**config.mk**
```make
export PLATFORM = sky130hd
export DESIGN_NAME = mem_port_arbiter_flat
export DESIGN_NICKNAME = d
export VERILOG_FILES = /design/src/rtl/mem_port_arbiter_pkg.sv /design/src/rtl/mem_port_arbiter_if.sv /design/src/rtl/mem_port_arbiter_lat_counter.sv /design/src/rtl/mem_port_arbiter.sv /design/src/flat_wrapper.sv
export SDC_FILE = /design/constraint.sdc
export NUM_CORES = 1
export LEC_CHECK = 0
export ABC_AREA = 1
export BUFFER_PORTS_ARGS = -buffer_cell sky130_fd_sc_hd__buf_2
export CAP_MARGIN = 30
export CORE_MARGIN = 5
export CORE_UTILIZATION = 50
export CTS_BUF_LIST = sky130_fd_sc_hd__clkbuf_8
export CTS_CLUSTER_SIZE = 24
export DETAILED_ROUTE_END_ITERATION = 10
export PLACE_DENSITY = 0.95
export SKIP_CTS_REPAIR_TIMING = 1
export SLEW_MARGIN = 20
export SYNTH_ARGS = -nofsm -noshare
export SYNTH_HDL_FRONTEND = slang
export SYNTH_SLANG_ARGS = --single-unit
```
**constraint.sdc**
```tcl
create_clock -name i_clk -period 3.8 [get_ports i_clk]
set_input_delay 0.76 -clock i_clk [delete_from_list [all_inputs] [get_ports i_clk]]
set_output_delay 0.76 -clock i_clk [all_outputs]
set_load 0.01 [all_outputs]
```
**src/rtl/mem_port_arbiter_pkg.sv**
```systemverilog
// Shared encodings for the single-port memory arbiter: FSM states, access owner,
// default bus widths and the latency-counter width helper.
package mem_port_arbiter_pkg;

  localparam int DEF_DW  = 16;
  localparam int DEF_AW  = 16;
  localparam int DEF_LAT = 2;

  typedef enum logic [2:0] {
    S_IDLE   = 3'd0,
    S_ISSUE  = 3'd1,
    S_WAIT   = 3'd2,
    S_DONE   = 3'd3,
    S_HALTED = 3'd4
  } state_t;

  localparam logic OWN_IF  = 1'b0;
  localparam logic OWN_MEM = 1'b1;

  function automatic int cnt_width(input int lat);
    return $clog2(lat + 1);
  endfunction

endpackage

```
**src/rtl/mem_port_arbiter_if.sv**
```systemverilog
// Requestor, memory and control signals of the arbiter; slave is the arbiter side,
// master is the side that drives the requests and models the memory.
interface mem_port_arbiter_if
  import mem_port_arbiter_pkg::*;
#(
  parameter int DW = DEF_DW,
  parameter int AW = DEF_AW
);
  logic          if_req;
  logic [AW-1:0] if_addr;
  logic          if_done;
  logic [DW-1:0] if_rdata;
  logic          mem_rd;
  logic          mem_wr;
  logic [AW-1:0] mem_addr;
  logic [DW-1:0] mem_wdata;
  logic          mem_done;
  logic [DW-1:0] mem_rdata;
  logic          halt;
  logic          stall_if;
  logic          stall_mem;
  logic          ram_en;
  logic          ram_wr;
  logic [AW-1:0] ram_addr;
  logic [DW-1:0] ram_wdata;
  logic [DW-1:0] ram_rdata;
  logic          ram_dump;
  logic          err;

  modport slave (
    input  if_req, if_addr, mem_rd, mem_wr, mem_addr, mem_wdata, halt, ram_rdata,
    output if_done, if_rdata, mem_done, mem_rdata, stall_if, stall_mem,
           ram_en, ram_wr, ram_addr, ram_wdata, ram_dump, err
  );

  modport master (
    output if_req, if_addr, mem_rd, mem_wr, mem_addr, mem_wdata, halt, ram_rdata,
    input  if_done, if_rdata, mem_done, mem_rdata, stall_if, stall_mem,
           ram_en, ram_wr, ram_addr, ram_wdata, ram_dump, err
  );

endinterface

```
**src/rtl/mem_port_arbiter_lat_counter.sv**
```systemverilog
// Loadable down-counter timing the memory latency; o_zero flags the capture cycle.
module mem_lat_counter
  import mem_port_arbiter_pkg::*;
#(
  parameter int LAT = DEF_LAT,
  localparam int CW = cnt_width(LAT)
) (
  input  logic          i_clk,
  input  logic          i_rst,
  input  logic          i_load,
  input  logic [CW-1:0] i_load_val,
  input  logic          i_dec,
  output logic          o_zero
);

  logic [CW-1:0] r_cnt;

  always_ff @(posedge i_clk or posedge i_rst) begin
    if (i_rst) begin
      r_cnt <= '0;
    end else if (i_load) begin
      r_cnt <= i_load_val;
    end else if (i_dec) begin
      r_cnt <= r_cnt - 1'b1;
    end
  end

  assign o_zero = (r_cnt == '0);

endmodule

```
**src/rtl/mem_port_arbiter.sv**
```systemverilog
// Arbitrates one single-ported memory between fetch (read-only) and memory stage
// (read/write); data side wins ties, halt triggers a single dump and parks the FSM.
module mem_port_arbiter
  import mem_port_arbiter_pkg::*;
#(
  parameter int DW  = DEF_DW,
  parameter int AW  = DEF_AW,
  parameter int LAT = DEF_LAT
) (
  input  logic                 i_clk,
  input  logic                 i_rst,
  mem_port_arbiter_if.slave    bus
);

  localparam int            CW     = cnt_width(LAT);
  localparam logic [CW-1:0] LAT_M1 = CW'(LAT - 1);

  state_t        r_state;
  logic          r_owner;
  logic          r_wflag;
  logic [AW-1:0] r_addr;
  logic [DW-1:0] r_wdata;
  logic          r_ram_en;
  logic          r_if_done;
  logic          r_mem_done;
  logic [DW-1:0] r_if_rdata;
  logic [DW-1:0] r_mem_rdata;
  logic          r_dump;
  logic          r_err;

  logic w_mem_req;
  logic w_load;
  logic w_dec;
  logic w_zero;

  assign w_mem_req = bus.mem_rd | bus.mem_wr;
  assign w_load    = (r_state == S_IDLE) & (w_mem_req | bus.if_req);
  assign w_dec     = ((r_state == S_ISSUE) | (r_state == S_WAIT)) & ~w_zero;

  // Loaded on the grant, so the count reads LAT-1 during ISSUE and hits zero
  // in the cycle whose closing edge samples ram_rdata.
  mem_lat_counter #(.LAT(LAT)) u_lat_cnt (
    .i_clk      (i_clk),
    .i_rst      (i_rst),
    .i_load     (w_load),
    .i_load_val (LAT_M1),
    .i_dec      (w_dec),
    .o_zero     (w_zero)
  );

  always_ff @(posedge i_clk or posedge i_rst) begin
    if (i_rst) begin
      r_state     <= S_IDLE;
      r_owner     <= OWN_IF;
      r_wflag     <= 1'b0;
      r_addr      <= '0;
      r_wdata     <= '0;
      r_ram_en    <= 1'b0;
      r_if_done   <= 1'b0;
      r_mem_done  <= 1'b0;
      r_if_rdata  <= '0;
      r_mem_rdata <= '0;
      r_dump      <= 1'b0;
      r_err       <= 1'b0;
    end else begin
      r_ram_en   <= 1'b0;
      r_if_done  <= 1'b0;
      r_mem_done <= 1'b0;
      r_dump     <= 1'b0;
      if (bus.mem_rd & bus.mem_wr) r_err <= 1'b1;
      case (r_state)
        S_IDLE: begin
          if (w_mem_req) begin
            r_owner  <= OWN_MEM;
            r_wflag  <= bus.mem_wr;
            r_addr   <= bus.mem_addr;
            r_wdata  <= bus.mem_wdata;
            r_ram_en <= 1'b1;
            r_state  <= S_ISSUE;
          end else if (bus.if_req) begin
            r_owner  <= OWN_IF;
            r_wflag  <= 1'b0;
            r_addr   <= bus.if_addr;
            r_ram_en <= 1'b1;
            r_state  <= S_ISSUE;
          end else if (bus.halt) begin
            r_dump  <= 1'b1;
            r_state <= S_HALTED;
          end
        end
        S_ISSUE, S_WAIT: begin
          if (w_zero) begin
            if (r_owner == OWN_MEM) begin
              if (!r_wflag) r_mem_rdata <= bus.ram_rdata;
              r_mem_done <= 1'b1;
            end else begin
              r_if_rdata <= bus.ram_rdata;
              r_if_done  <= 1'b1;
            end
            r_state <= S_DONE;
          end else begin
            r_state <= S_WAIT;
          end
        end
        S_DONE:   r_state <= S_IDLE;
        S_HALTED: r_state <= S_HALTED;
        default:  r_state <= S_IDLE;
      endcase
    end
  end

  assign bus.ram_en    = r_ram_en;
  assign bus.ram_wr    = r_ram_en & (r_owner == OWN_MEM) & r_wflag;
  assign bus.ram_addr  = r_addr;
  assign bus.ram_wdata = r_wdata;
  assign bus.ram_dump  = r_dump;
  assign bus.if_done   = r_if_done;
  assign bus.if_rdata  = r_if_rdata;
  assign bus.mem_done  = r_mem_done;
  assign bus.mem_rdata = r_mem_rdata;
  assign bus.err       = r_err;
  assign bus.stall_if  = bus.if_req & ~r_if_done;
  assign bus.stall_mem = w_mem_req & ~r_mem_done;

endmodule

```
**src/flat_wrapper.sv**
```systemverilog
// flat-port wrapper written by rule: the top's interface ports become plain ports
module mem_port_arbiter_flat import mem_port_arbiter_pkg::*;
#(
  parameter int DW  = DEF_DW,
  parameter int AW  = DEF_AW,
  parameter int LAT = DEF_LAT
)
  (i_clk, i_rst, bus_if_req, bus_if_addr, bus_mem_rd, bus_mem_wr, bus_mem_addr, bus_mem_wdata, bus_halt, bus_ram_rdata, bus_if_done, bus_if_rdata, bus_mem_done, bus_mem_rdata, bus_stall_if, bus_stall_mem, bus_ram_en, bus_ram_wr, bus_ram_addr, bus_ram_wdata, bus_ram_dump, bus_err);
  mem_port_arbiter_if #(.DW(DW), .AW(AW)) bus_i ();
  input  logic i_clk;
  input  logic i_rst;
  input wire logic [$bits(bus_i.if_req)-1:0] bus_if_req;
  input wire logic [$bits(bus_i.if_addr)-1:0] bus_if_addr;
  input wire logic [$bits(bus_i.mem_rd)-1:0] bus_mem_rd;
  input wire logic [$bits(bus_i.mem_wr)-1:0] bus_mem_wr;
  input wire logic [$bits(bus_i.mem_addr)-1:0] bus_mem_addr;
  input wire logic [$bits(bus_i.mem_wdata)-1:0] bus_mem_wdata;
  input wire logic [$bits(bus_i.halt)-1:0] bus_halt;
  input wire logic [$bits(bus_i.ram_rdata)-1:0] bus_ram_rdata;
  output wire logic [$bits(bus_i.if_done)-1:0] bus_if_done;
  output wire logic [$bits(bus_i.if_rdata)-1:0] bus_if_rdata;
  output wire logic [$bits(bus_i.mem_done)-1:0] bus_mem_done;
  output wire logic [$bits(bus_i.mem_rdata)-1:0] bus_mem_rdata;
  output wire logic [$bits(bus_i.stall_if)-1:0] bus_stall_if;
  output wire logic [$bits(bus_i.stall_mem)-1:0] bus_stall_mem;
  output wire logic [$bits(bus_i.ram_en)-1:0] bus_ram_en;
  output wire logic [$bits(bus_i.ram_wr)-1:0] bus_ram_wr;
  output wire logic [$bits(bus_i.ram_addr)-1:0] bus_ram_addr;
  output wire logic [$bits(bus_i.ram_wdata)-1:0] bus_ram_wdata;
  output wire logic [$bits(bus_i.ram_dump)-1:0] bus_ram_dump;
  output wire logic [$bits(bus_i.err)-1:0] bus_err;
  assign bus_i.if_req = bus_if_req;
  assign bus_i.if_addr = bus_if_addr;
  assign bus_i.mem_rd = bus_mem_rd;
  assign bus_i.mem_wr = bus_mem_wr;
  assign bus_i.mem_addr = bus_mem_addr;
  assign bus_i.mem_wdata = bus_mem_wdata;
  assign bus_i.halt = bus_halt;
  assign bus_i.ram_rdata = bus_ram_rdata;
  assign bus_if_done = bus_i.if_done;
  assign bus_if_rdata = bus_i.if_rdata;
  assign bus_mem_done = bus_i.mem_done;
  assign bus_mem_rdata = bus_i.mem_rdata;
  assign bus_stall_if = bus_i.stall_if;
  assign bus_stall_mem = bus_i.stall_mem;
  assign bus_ram_en = bus_i.ram_en;
  assign bus_ram_wr = bus_i.ram_wr;
  assign bus_ram_addr = bus_i.ram_addr;
  assign bus_ram_wdata = bus_i.ram_wdata;
  assign bus_ram_dump = bus_i.ram_dump;
  assign bus_err = bus_i.err;
  mem_port_arbiter #(.DW(DW), .AW(AW), .LAT(LAT)) u_core (.i_clk(i_clk), .i_rst(i_rst), .bus(bus_i));
endmodule
```
==> flow_metrics.py <==
metrics = {
    "outcome": {
        "outcome": "completed",
    },
    "global_route": {
        "antenna_found_initial": 0,
        "grt_busiest_layer": "met2",
        "gr-usage-met1": 0.259,
        "grt_pass1_vias": 2825,
        "grt_max_degree": 54,
        "gr-total-overflow": 0,
        "grt_first_pass_wirelength_mm": 13.7,
        "use_met3": 0.0597,
        "use_met2": 0.334,
        "grt_use_total": 0.203,
    },
    "critical_path": {
        "max_stage_delay_ns": 0.80,
        "cp.arrival_ns": 1.67,
        "cp_slowest_cell": "dfrtp_1",
        "reg2reg_slack_ns": 2.08,
        "cp-start-kind": "flop",
        "crit_type": "flop to output port",
        "path_max_fanout": 19,
        "required_ns": 3.04,
        "worstSetupEndpointType": "output port",
        "crit_chain": "inv_1, nor2_1, buf_2",
    },
    "placed_design": {
        "portBuffers": 141,
        "gp_congestion": 0.762,
        "detailed_place_hpwl_mm": 6.24,
    },
    "drt": {
        "drc": 0,
        "drtPass1Iterations": 4,
        "routed_via_density": 4.93,
        "drt_iter0_markers": 142,
        "ant_nets": 0,
        "wl_per_cell_um": 13.9,
        "vias": 2988,
        "wl_mm": 8.44,
    },
    "cells_and_area": {
        "seq_area_sq_um": 1900,
        "antennaDiodeCount": 0,
        "drive_gt1_frac": 0.350,
        "multi_input_area_sq_um": 1250,
        "final_common_cell": "nand2_1",
        "num-nets-final": 596,
        "syn_to_final_growth_pct": 26.4,
        "final_cell_mix": "210 x nand2_1, 141 x buf_2, 76 x dfrtp_1",
        "n_fill_cell": 532,
    },
    "clocking": {
        "cts_sinks": 76,
        "cts-root-buf": "clkbuf_8",
        "clockBufferDepth": 2,
        "clock_latency_ns": 0.33,
        "numCtsBuffers": 9,
        "path_clk_slew_ns": 0.07,
        "cts_tree": "built",
        "cts.htree.levels": 3,
    },
    "timing": {
        "finalCritPeriodShare": 0.641,
        "min_period_ns": 2.43,
        "maxSlewViolCount": 0,
        "fin_setup_tns_ns": 0,
        "finalHoldViolations": 0,
        "worst_pin_slew_ns": 0.709,
        "rsz0062_at_grt": "false",
        "clock_skew_ns": 0.00472,
        "setup_viol": 0,
        "clock.fmax_mhz": 411,
        "maxSlewHeadroom": 0.527,
    },
    "worst_hold_path": {
        "hold_path_class": "input pin to asynchronous set/reset pin",
    },
    "die": {
        "initial_utilization": 0.520,
        "die_h_um": 91.8,
        "fp.dieArea_sq_um": 8420,
        "io_pins": 142,
        "chipWidth_um": 91.8,
        "core_sq_um": 6420,
        "row_count": 29,
    },
    "power_and_ir_drop": {
        "p_sw_w": 0.00147,
        "leakage_nw": 2.50,
        "p_int_w": 0.00201,
        "total_power_w": 0.00348,
        "vdd_drop_max_mv": 0.325,
        "pwr-share-seq": 0.415,
        "powerDensity_nw_per_um2": 824,
        "switching_share": 0.423,
        "power_frac_comb": 0.434,
        "clockPowerShare": 0.151,
    },
    "synth": {
        "yosysWarnings": 0,
        "synthesis.nets": 458,
        "ys_seq_elements": 76,
        "syn_inst": 387,
        "postSynthAreaPerCell_sq_um": 8.64,
        "synth_cell_types": 25,
        "yosysSeqAreaShare": 0.569,
        "netlist_area_sq_um": 3340,
    },
    "flow_run": {
        "cap_violations": 0,
    },
}
==> critical path, delay by kind of cell (launching register included) <==
family,cells,cell delay (ns)
flops,1,0.80
simple gates,1,0.18
buf+inv,2,0.35
==> routing by layer <==
layer / part of all wire / routed length (um)
met4: 0.0094 / 79
met2: 0.49 / 4170
met5: 0 / 0
met3: 0.079 / 663
met1: 0.42 / 3520
==> power groups by stage <==
stage | logic (W) | registers (W) | clock network (W)
3_3_place_gp | 0.00146 | 0.00144 | 0
4_1_cts | 0.00153 | 0.00144 | 0.000536
6_report | 0.00151 | 0.00144 | 0.000525
3_5_place_dp | 0.00153 | 0.00145 | 0
2_1_floorplan | 0.000864 | 0.00157 | 0
5_1_grt | 0.00169 | 0.00149 | 0.000575
==> flip-flops by register name, indices dropped and copies added, names as in the netlist <==
| signal | count |
|---|---|
| u_core.bus.ram_wdata | 16 |
| u_core.bus.if_rdata | 16 |
| u_core.bus.mem_done | 1 |
| u_core.bus.mem_rdata | 16 |
| u_core.bus.ram_dump | 1 |
| u_core.bus.if_done | 1 |
| u_core.bus.ram_en | 1 |
| u_core.bus.err | 1 |
| u_core.u_lat_cnt.r_cnt | 2 |
| u_core.r_wflag | 1 |
| u_core.bus.ram_addr | 16 |
| u_core.r_owner | 1 |
| u_core.r_state | 3 |
==> worst paths after layout <==
kind | start | end | cells after the start
hold reg to reg | u_core.bus.ram_wdata[0] | u_core.bus.ram_wdata[0] | 2
hold / removal | i_rst | u_core.bus.ram_wdata[4] | 2
max in group asynchronous | i_rst | u_core.bus.mem_rdata[3] | 4
setup reg to reg | u_core.r_state[1] | u_core.r_owner | 6
min in group i_clk | u_core.bus.ram_wdata[0] | u_core.bus.ram_wdata[0] | 2
setup / recovery | u_core.r_owner | bus_ram_wr | 3
==> Yosys cell counts <==
| library cell | count | area (sq um) |
|---|---|---|
| nor2_4 | 2 | 22.5 |
| nand3_1 | 19 | 95.1 |
| nor2_8 | 2 | 40.0 |
| dfrtp_1 | 76 | 1900 |
| o21ai_1 | 1 | 5.00 |
| clkbuf_1 | 1 | 3.75 |
| buf_4 | 3 | 22.5 |
| nand2_2 | 12 | 75.1 |
| nand2_8 | 1 | 20.0 |
| ha_1 | 1 | 12.5 |
| nor2_2 | 2 | 12.5 |
| inv_8 | 1 | 11.3 |
| o21bai_1 | 1 | 7.51 |
| buf_2 | 9 | 45.0 |
| nand4_1 | 16 | 100 |
| inv_1 | 9 | 33.8 |
| o21ai_0 | 2 | 10.0 |
| nand3_4 | 1 | 17.5 |
| buf_12 | 1 | 20.0 |
| nand2_4 | 1 | 11.3 |
| nand3b_1 | 1 | 7.51 |
| nor2_1 | 7 | 26.3 |
| buf_6 | 3 | 33.8 |
| nand2_1 | 210 | 788 |
| inv_2 | 5 | 18.8 |
==> logic make-up (layout without fill, tap and decap cells) <==
| family | after synthesis | count (layout) | share of synthesized area |
|---|---|---|---|
| flops | 76 | 76 | 0.569 |
| compound gates | 4 | 4 | 0.00674 |
| buf+inv | 32 | 174 | 0.0565 |
| fa+ha+maj | 1 | 1 | 0.00374 |
| simple gates | 274 | 274 | 0.364 |
==> stage by stage <==
stage | utilization | hold WS, ns | instances | area [sq um] | setup WS (ns)
floorplan | - | 0.452 | 387 | 3340 | 1.10
global placement | 0.628 | 0.450 | 590 | 4040 | 1.62
detailed placement | 0.628 | 0.453 | 590 | 4040 | 1.52
CTS | 0.655 | 0.471 | 605 | 4200 | 1.38
global route | 0.658 | 0.330 | 606 | 4220 | 1.31
finish | 0.658 | 0.336 | 606 | 4220 | 1.37
==> cell type report <==
| class | count | share of cell area |
|---|---|---|
| clock inverter | 4 | 0.00415 |
| sequential | 76 | 0.450 |
| multi-input combinational | 279 | 0.296 |
| clock buffer | 11 | 0.0358 |
| tap | 77 | 0.0228 |
| timing repair buffer | 144 | 0.175 |
| inverter | 15 | 0.0154 |
No activity file was read; power rests on OpenSTA's default activity.
